### src/rtl/mem_dump_ctrl.sv
// mem_dump_ctrl: releases the processing units, waits for all of them to halt
// (or for a cycle budget to expire), then reads a window of every PU data
// memory and streams the words out over a valid/ready port, PU-major.
module mem_dump_ctrl #(
  parameter int NPU            = 1,
  parameter int ADDR_W         = 8,
  parameter int DATA_W         = 32,
  parameter int DUMP_WORDS     = 64,
  parameter int TIMEOUT_CYCLES = 10110
) (
  input  logic                    clk,
  input  logic                    rst,
  input  logic                    start,
  input  logic [NPU-1:0]          halt,
  output logic [NPU-1:0]          pu_run,
  output logic [NPU-1:0]          rd_en,
  output logic [ADDR_W-1:0]       rd_addr,
  input  logic [NPU*DATA_W-1:0]   rd_data,
  output logic                    out_valid,
  input  logic                    out_ready,
  output logic [DATA_W-1:0]       out_data,
  output logic [$clog2(NPU):0]    out_pu,
  output logic [ADDR_W-1:0]       out_addr,
  output logic                    busy,
  output logic                    done,
  output logic                    timed_out
);

  localparam int PU_W  = $clog2(NPU) + 1;
  localparam int CNT_W = $clog2(TIMEOUT_CYCLES + 1);

  localparam logic [CNT_W-1:0]  LAST_CNT  = CNT_W'(TIMEOUT_CYCLES - 1);
  localparam logic [ADDR_W-1:0] LAST_ADDR = ADDR_W'(DUMP_WORDS - 1);
  localparam logic [PU_W-1:0]   LAST_PU   = PU_W'(NPU - 1);

  typedef enum logic [2:0] {
    S_IDLE,
    S_RUN,
    S_READ,
    S_WAIT,
    S_PRESENT,
    S_DONE
  } state_t;

  state_t              state_q, state_d;
  logic [CNT_W-1:0]    cnt_q, cnt_d;
  logic [PU_W-1:0]     pu_q, pu_d;
  logic [ADDR_W-1:0]   addr_q, addr_d;
  logic                done_q, done_d;
  logic                timed_out_q, timed_out_d;
  logic [DATA_W-1:0]   out_data_q, out_data_d;
  logic [PU_W-1:0]     out_pu_q, out_pu_d;
  logic [ADDR_W-1:0]   out_addr_q, out_addr_d;
  logic [NPU-1:0]      rd_en_q, rd_en_d;
  logic                run_q, out_valid_q, busy_q;
  logic [DATA_W-1:0]   sel_data;

  // Pick the read-data lane of the PU currently being dumped.
  always_comb begin
    sel_data = '0;
    for (int k = 0; k < NPU; k++) begin
      if (pu_q == PU_W'(k)) sel_data = rd_data[k*DATA_W +: DATA_W];
    end
  end

  // Next-state and next-value logic for the run/dump sequence.
  always_comb begin
    // NOTE: every signal gets its hold value first so no path through the
    // case statement leaves it unassigned, which would infer a latch.
    state_d     = state_q;
    cnt_d       = cnt_q;
    pu_d        = pu_q;
    addr_d      = addr_q;
    done_d      = done_q;
    timed_out_d = timed_out_q;
    out_data_d  = out_data_q;
    out_pu_d    = out_pu_q;
    out_addr_d  = out_addr_q;

    unique case (state_q)
      S_IDLE, S_DONE: begin
        if (start) begin
          state_d     = S_RUN;
          done_d      = 1'b0;
          timed_out_d = 1'b0;
          cnt_d       = '0;
          pu_d        = '0;
          addr_d      = '0;
        end
      end

      S_RUN: begin
        // A full halt takes priority over a budget expiring in the same cycle.
        if (&halt) begin
          state_d = S_READ;
        end else if (cnt_q == LAST_CNT) begin
          state_d     = S_READ;
          timed_out_d = 1'b1;
        end else begin
          cnt_d = cnt_q + CNT_W'(1);
        end
      end

      S_READ: begin
        state_d = S_WAIT;
      end

      S_WAIT: begin
        out_data_d = sel_data;
        out_pu_d   = pu_q;
        out_addr_d = addr_q;
        state_d    = S_PRESENT;
      end

      S_PRESENT: begin
        if (out_ready) begin
          if (addr_q == LAST_ADDR) begin
            addr_d = '0;
            pu_d   = pu_q + PU_W'(1);
          end else begin
            addr_d = addr_q + ADDR_W'(1);
          end
          if ((pu_q == LAST_PU) && (addr_q == LAST_ADDR)) begin
            state_d = S_DONE;
            done_d  = 1'b1;
          end else begin
            state_d = S_READ;
          end
        end
      end

      default: state_d = S_IDLE;
    endcase
  end

  // One-hot read strobe for the next cycle, decoded from the next state.
  always_comb begin
    rd_en_d = '0;
    for (int k = 0; k < NPU; k++) begin
      rd_en_d[k] = (state_d == S_READ) && (pu_d == PU_W'(k));
    end
  end

  // State and output registers; every output comes straight from a flop.
  always_ff @(posedge clk) begin
    // NOTE: sequential state uses non-blocking assignments so all flops
    // update together from the values seen before the clock edge.
    if (!rst) begin
      state_q     <= S_IDLE;
      cnt_q       <= '0;
      pu_q        <= '0;
      addr_q      <= '0;
      done_q      <= 1'b0;
      timed_out_q <= 1'b0;
      out_data_q  <= '0;
      out_pu_q    <= '0;
      out_addr_q  <= '0;
      rd_en_q     <= '0;
      run_q       <= 1'b0;
      out_valid_q <= 1'b0;
      busy_q      <= 1'b0;
    end else begin
      state_q     <= state_d;
      cnt_q       <= cnt_d;
      pu_q        <= pu_d;
      addr_q      <= addr_d;
      done_q      <= done_d;
      timed_out_q <= timed_out_d;
      out_data_q  <= out_data_d;
      out_pu_q    <= out_pu_d;
      out_addr_q  <= out_addr_d;
      rd_en_q     <= rd_en_d;
      run_q       <= (state_d == S_RUN);
      out_valid_q <= (state_d == S_PRESENT);
      busy_q      <= (state_d == S_RUN) || (state_d == S_READ) ||
                     (state_d == S_WAIT) || (state_d == S_PRESENT);
    end
  end

  assign pu_run    = {NPU{run_q}};
  assign rd_en     = rd_en_q;
  assign rd_addr   = addr_q;
  assign out_valid = out_valid_q;
  assign out_data  = out_data_q;
  assign out_pu    = out_pu_q;
  assign out_addr  = out_addr_q;
  assign busy      = busy_q;
  assign done      = done_q;
  assign timed_out = timed_out_q;

endmodule

### config.mk
export PLATFORM = sky130hd
export DESIGN_NAME = mem_dump_ctrl
export DESIGN_NICKNAME = d
export VERILOG_FILES = /design/src/rtl/mem_dump_ctrl.sv
export SDC_FILE = /design/constraint.sdc
export NUM_CORES = 1
export LEC_CHECK = 0
export CAP_MARGIN = 30
export CORE_ASPECT_RATIO = 1.25
export CORE_MARGIN = 8
export CORE_UTILIZATION = 49
export CTS_BUF_LIST = sky130_fd_sc_hd__clkbuf_2 sky130_fd_sc_hd__clkbuf_4 sky130_fd_sc_hd__clkbuf_8
export CTS_CLUSTER_SIZE = 8
export DETAILED_ROUTE_END_ITERATION = 8
export MAX_ROUTING_LAYER = met4
export PLACE_DENSITY = 0.82
export SYNTH_ARGS = -nofsm -noshare
export SYNTH_HDL_FRONTEND = slang
export SYNTH_SLANG_ARGS = --single-unit
export TNS_END_PERCENT = 10
### constraint.sdc
create_clock -name clk -period 2.3 [get_ports clk]
set_input_delay 0.69 -clock clk [delete_from_list [all_inputs] [get_ports clk]]
set_output_delay 0.69 -clock clk [all_outputs]
set_load 0.02 [all_outputs]
==> impl_results.html <==
<table>
<tr><th>Metric</th><th>Value</th></tr>
<tr><th colspan="2">Finish</th></tr>
<tr><td>Signed area change from the synthesized netlist to the final layout</td><td>41.4%</td></tr>
<tr><td>Final cell area excluding filler cells</td><td>0.00456 sq mm</td></tr>
<tr><td>Count of antenna diodes in the layout</td><td>0</td></tr>
<tr><td>Layout Utilization</td><td>70.4%</td></tr>
<tr><td>Layout cells sized above 1</td><td>11.6%</td></tr>
<tr><td>Number of nets in the finished design</td><td>518</td></tr>
<tr><td>Reg area</td><td>0.00146 sq mm</td></tr>
<tr><td>Area of the multi-input gates</td><td>0.00161 sq mm</td></tr>
<tr><td>Number of fill cells</td><td>520</td></tr>
<tr><th colspan="2">Power and ir drop</th></tr>
<tr><td>Part of the power in the clock network</td><td>42.7%</td></tr>
<tr><td>Pwr per Cell Area</td><td>624 mW/mm^2</td></tr>
<tr><td>Peak ir drop on the vdd network</td><td>0.426 mV</td></tr>
<tr><td>Power Internal</td><td>0.00219 W</td></tr>
<tr><td>Power share of the sequential group</td><td>46.2%</td></tr>
<tr><td>Switching power share of the total</td><td>23.1%</td></tr>
<tr><td>Lkg Pwr</td><td>1.73 nW</td></tr>
<tr><td>Switching power summed over all nets</td><td>0.000659 W</td></tr>
<tr><td>Combinational power share</td><td>11.1%</td></tr>
<tr><th colspan="2">Hold path</th></tr>
<tr><td>Class of the worst hold path</td><td>flip-flop to flip-flop</td></tr>
<tr><th colspan="2">Synth</th></tr>
<tr><td>Main synth FF type</td><td>dfxtp_1</td></tr>
<tr><td>Main combinational cell family by area after synthesis</td><td>simple AND/OR/NAND/NOR gates</td></tr>
<tr><td>Register bit total from synthesis</td><td>73</td></tr>
<tr><td>Post-Syn Nets</td><td>415</td></tr>
<tr><td>Adder and majority cell fraction of the synthesized area</td><td>1.55%</td></tr>
<tr><td>Fraction of registers with async set or reset after synthesis</td><td>0%</td></tr>
<tr><td>Proportion of netlist area held by the largest area contributor</td><td>45.3%</td></tr>
<tr><td>Library cell with the largest summed area after synthesis</td><td>dfxtp_1</td></tr>
<tr><td>Multiplexer area fraction after synthesis</td><td>1.01%</td></tr>
<tr><td>Gate count of the mapped netlist</td><td>374</td></tr>
<tr><td>Post-Synth Simple-Gate Area</td><td>25.3%</td></tr>
<tr><td>Post-synthesis area per instance</td><td>8.63 sq um</td></tr>
<tr><td>Cell area after technology mapping</td><td>0.00323 sq mm</td></tr>
<tr><td>Top area cells in the synthesized netlist</td><td>dfxtp_1, nor2_1, a21oi_1</td></tr>
<tr><td>Unique masters post-synth</td><td>46</td></tr>
<tr><td>Yosys warning count</td><td>0</td></tr>
<tr><td>Compound-gate portion of the synthesized area</td><td>16.6%</td></tr>
<tr><td>Number of synthesized flops with an enable pin</td><td>0</td></tr>
<tr><td>Portion of the post-synthesis area used by sequential elements</td><td>45.3%</td></tr>
<tr><td>Xor/xnor share of the synthesized area</td><td>5.16%</td></tr>
<tr><th colspan="2">Drt</th></tr>
<tr><td>Post-route DRC violation count</td><td>0</td></tr>
<tr><td>DRC marker count from the first detailed-route iteration</td><td>167</td></tr>
<tr><td>Residual antenna-violating net count after detailed routing</td><td>0</td></tr>
<tr><td>Router iterations before antenna repair</td><td>4</td></tr>
<tr><td>Vias per std cell</td><td>5.24</td></tr>
<tr><td>Via Count</td><td>2983</td></tr>
<tr><td>Routed Wire Length</td><td>8750 microns</td></tr>
<tr><td>Post-DR wirelength/cell</td><td>15.4 microns</td></tr>
<tr><th colspan="2">Clock network</th></tr>
<tr><td>CTS clk-pin slew, worst paths</td><td>70 ps</td></tr>
<tr><td>Sinks on Clock Net</td><td>73</td></tr>
<tr><td>Cts bufs inserted</td><td>9</td></tr>
<tr><td>Setup Fix Bufs, Post-CTS</td><td>0</td></tr>
<tr><td>Buffer type at the clock tree root</td><td>clkbuf_8</td></tr>
<tr><td>CTS H-tree depth</td><td>3</td></tr>
<tr><td>Clock insertion delay at the later pin of the skew report</td><td>340 ps</td></tr>
<tr><td>Largest buffer count on any clock path</td><td>2</td></tr>
<tr><td>CTS tree</td><td>yes</td></tr>
<tr><th colspan="2">Run status</th></tr>
<tr><td>Status</td><td>finished clean</td></tr>
<tr><th colspan="2">Critical path</th></tr>
<tr><td>CP top delay family</td><td>buffers and inverters</td></tr>
<tr><td>Worst path depth</td><td>7</td></tr>
<tr><td>Nature of the critical path startpoint</td><td>input port</td></tr>
<tr><td>Startpoint of the worst setup timing path</td><td>start</td></tr>
<tr><td>Kind of critical path</td><td>input port to flip-flop</td></tr>
<tr><td>Critical path peak fanout</td><td>4</td></tr>
<tr><td>Slowest stage delay, CP</td><td>510 ps</td></tr>
<tr><td>Setup slack, reg-to-reg</td><td>180 ps</td></tr>
<tr><td>WP data required</td><td>2520 ps</td></tr>
<tr><td>Cell count of the worst reg-to-reg path</td><td>7</td></tr>
<tr><td>Kind of capture point of the worst setup path</td><td>flip-flop</td></tr>
<tr><td>Worst setup endpoint</td><td>cnt_q[10]$_SDFFE_PN0P_</td></tr>
<tr><td>Count of buffer and inverter cells on the critical path</td><td>2</td></tr>
<tr><td>Critical-path top delay cell</td><td>clkdlybuf4s50_1</td></tr>
<tr><td>Worst reg2reg path endpoint</td><td>cnt_q[9]$_SDFFE_PN0P_</td></tr>
<tr><td>Worst Path Arrival</td><td>2440 ps</td></tr>
<tr><td>Critical register-to-register path startpoint</td><td>cnt_q[1]$_SDFFE_PN0P_</td></tr>
<tr><td>Series of cell instances along the critical path</td><td>clkdlybuf4s50_1 -&gt; and2b_1 -&gt; buf_4 -&gt; o311ai_2 -&gt; a2111oi_1 -&gt; xnor2_1 -&gt; nor2_1</td></tr>
<tr><th colspan="2">Timing</th></tr>
<tr><td>Share of the cycle needed by the critical path after routing</td><td>96.4%</td></tr>
<tr><td>Relative slew slack</td><td>62.6%</td></tr>
<tr><td>Worst hold slack across all endpoints</td><td>455 ps</td></tr>
<tr><td>Max Clock Skew</td><td>7.78 ps</td></tr>
<tr><td>Worst-Margin Slew</td><td>560 ps</td></tr>
<tr><td>Number of slew-limit violations in the final report</td><td>0</td></tr>
<tr><td>Peak clock frequency supported by timing</td><td>451 MHz</td></tr>
<tr><td>Final hold viol count</td><td>0</td></tr>
<tr><td>Least setup slack across all paths after layout</td><td>83.3 ps</td></tr>
<tr><td>Clock period minus final worst setup slack</td><td>2220 ps</td></tr>
<tr><td>Unrepaired setup endpoints after global routing</td><td>false</td></tr>
<tr><td>Final Setup Violations</td><td>0</td></tr>
<tr><th colspan="2">Global routing</th></tr>
<tr><td>Number of global-route vias before repair</td><td>2944</td></tr>
<tr><td>Total routing resource utilization after global routing</td><td>19.0%</td></tr>
<tr><td>Maximum number of pins on one net before global-route repair</td><td>42</td></tr>
<tr><td>Antenna violations before repair</td><td>0</td></tr>
<tr><td>GRT overflow</td><td>0</td></tr>
<tr><td>Global-route wire length before repair</td><td>14100 microns</td></tr>
<tr><th colspan="2">Floorplanning</th></tr>
<tr><td>Starting density of the core</td><td>49.8%</td></tr>
<tr><td>Core area</td><td>0.00648 sq mm</td></tr>
<tr><td>Die area</td><td>0.00946 sq mm</td></tr>
<tr><td>Die extent in y</td><td>107 microns</td></tr>
<tr><td>Width of the die</td><td>88.6 microns</td></tr>
<tr><td>Num ports</td><td>92</td></tr>
<tr><td>Site row count</td><td>33</td></tr>
<tr><th colspan="2">Placed design</th></tr>
<tr><td>Placed wire-length estimate after detailed placement</td><td>6260 microns</td></tr>
<tr><td>Count of input and output buffers</td><td>91</td></tr>
<tr><td>Worst setup timing slack at the placement stage</td><td>-218 ps</td></tr>
<tr><td>Weighted congestion at the end of routability-driven global placement</td><td>0.865</td></tr>
<tr><td>Placed cell areas</td><td>0.00432 sq mm</td></tr>
<tr><th colspan="2">Run</th></tr>
<tr><td>Max-cap viol count</td><td>0</td></tr>
</table>
==> flip-flops by register name, summed over array words and instances, names as in the netlist, 3 cells and up <==
name / flops
out_addr: 8
cnt_q: 14
state_q: 3
rd_addr: 8
out_data: 32
==> cell usage after synthesis (all sizes together) (2+ instances only) <==
cell type / count
a2111oi: 6
a31oi: 2
inv: 11
a21o: 2
mux2: 2
nand2b: 2
dfxtp: 73
nor2b: 3
clkbuf: 18
nand3: 8
o311ai: 2
nand2: 29
nand4: 3
o21ai: 2
nor4: 4
and2: 4
buf: 6
a21oi: 47
and3: 33
nor3: 2
nor2: 64
and2b: 2
xnor2: 19
a211oi: 5
and4: 3
ha: 4
o22ai: 4
==> worst reg2reg max path: cells and delay by family (launching register included) <==
kind	cells	cell delay [ps]
DFF	1	360
adders and majority gates	1	180
and+or+nand+nor	3	640
buffers and inverters	1	70
xor gates and xnor gates	1	200
AOI/OAI and AO/OA	1	560
==> timing repair <==
action / in CTS / in global routing
endpoints found under the setup margin: 0 / 2
hold buffers: 0 / 0
gates resized for setup: 0 / 1
==> cells by family (layout without fill, tap and decap cells) <==
group,count (synthesis),count (layout)
multiplexers,3,3
flip-flops,73,73
buffers and inverters,35,143
adder cells (fa/ha/maj),4,4
AND/OR/NAND/NOR,164,164
XOR/XNOR,19,19
AO/OA/AOI/OAI,76,76
==> final cells by class <==
| class | count | area share [%] |
|---|---|---|
| multi-input cells | 266 | 35.2 |
| flip-flops and latches | 73 | 32.0 |
| repair buffers | 116 | 24.1 |
| clock buffers | 10 | 2.88 |
| clock inverters | 6 | 2.52 |
| well taps | 87 | 2.39 |
| inverters | 11 | 0.905 |
==> placed cells by master, fill, tap and decap left out, drive strengths merged, types with 3 or more instances in the layout <==
cell type       n
clkbuf         10
nor2b           3
ha              4
nor2           64
nand3           8
a211oi          5
o22ai           4
bufinv          3
a2111oi         6
nand2          29
buf            25
and4            3
nor4            4
nand4           3
dfxtp          73
and3           33
and2            4
xnor2          19
clkdlybuf4s50  91
inv            12
a21oi          47
==> metal layers <==
metal	routed length [microns]	track usage, %
met2	4020	30.0
met1	3890	22.6
met5	0	-
met3	624	4.06
met4	214	8.61
==> worst min path at each step <==
stage / cells after the start / endpoint / from / slack, ps
2_1_floorplan: 2 / out_pu$_SDFFE_PN0P_ / pu_q$_SDFF_PN0_ / 430
3_3_place_gp: 2 / out_pu$_SDFFE_PN0P_ / pu_q$_SDFF_PN0_ / 440
3_5_place_dp: 2 / out_pu$_SDFFE_PN0P_ / pu_q$_SDFF_PN0_ / 440
4_1_cts: 2 / out_pu$_SDFFE_PN0P_ / pu_q$_SDFF_PN0_ / 450
5_1_grt: 2 / out_addr[1]$_SDFFE_PN0P_ / out_addr[1]$_SDFFE_PN0P_ / 480
6_report: 2 / out_pu$_SDFFE_PN0P_ / pu_q$_SDFF_PN0_ / 460
==> stage by stage <==
step / power (W) / TNS, ps / std cells
6_report: 0.00285 / 0 / 569
4_1_cts: 0.00289 / 0 / 569
3_3_place_gp: 0.00165 / -1590 / 553
3_5_place_dp: 0.00166 / -2980 / 553
5_1_grt: 0.00297 / 0 / 569
2_1_floorplan: 0.00150 / 0 / 374
==> power groups by stage <==
stage / Combinational [W] / Clock (W) / Sequential, W
floorplan: 0.000141 / 0 / 0.00136
global placement: 0.000308 / 0 / 0.00134
detailed placement: 0.000315 / 0 / 0.00134
CTS: 0.000317 / 0.00125 / 0.00131
global route: 0.000342 / 0.00131 / 0.00132
finish: 0.000317 / 0.00122 / 0.00132
Note: power is estimated with default switching activity, not from simulation.
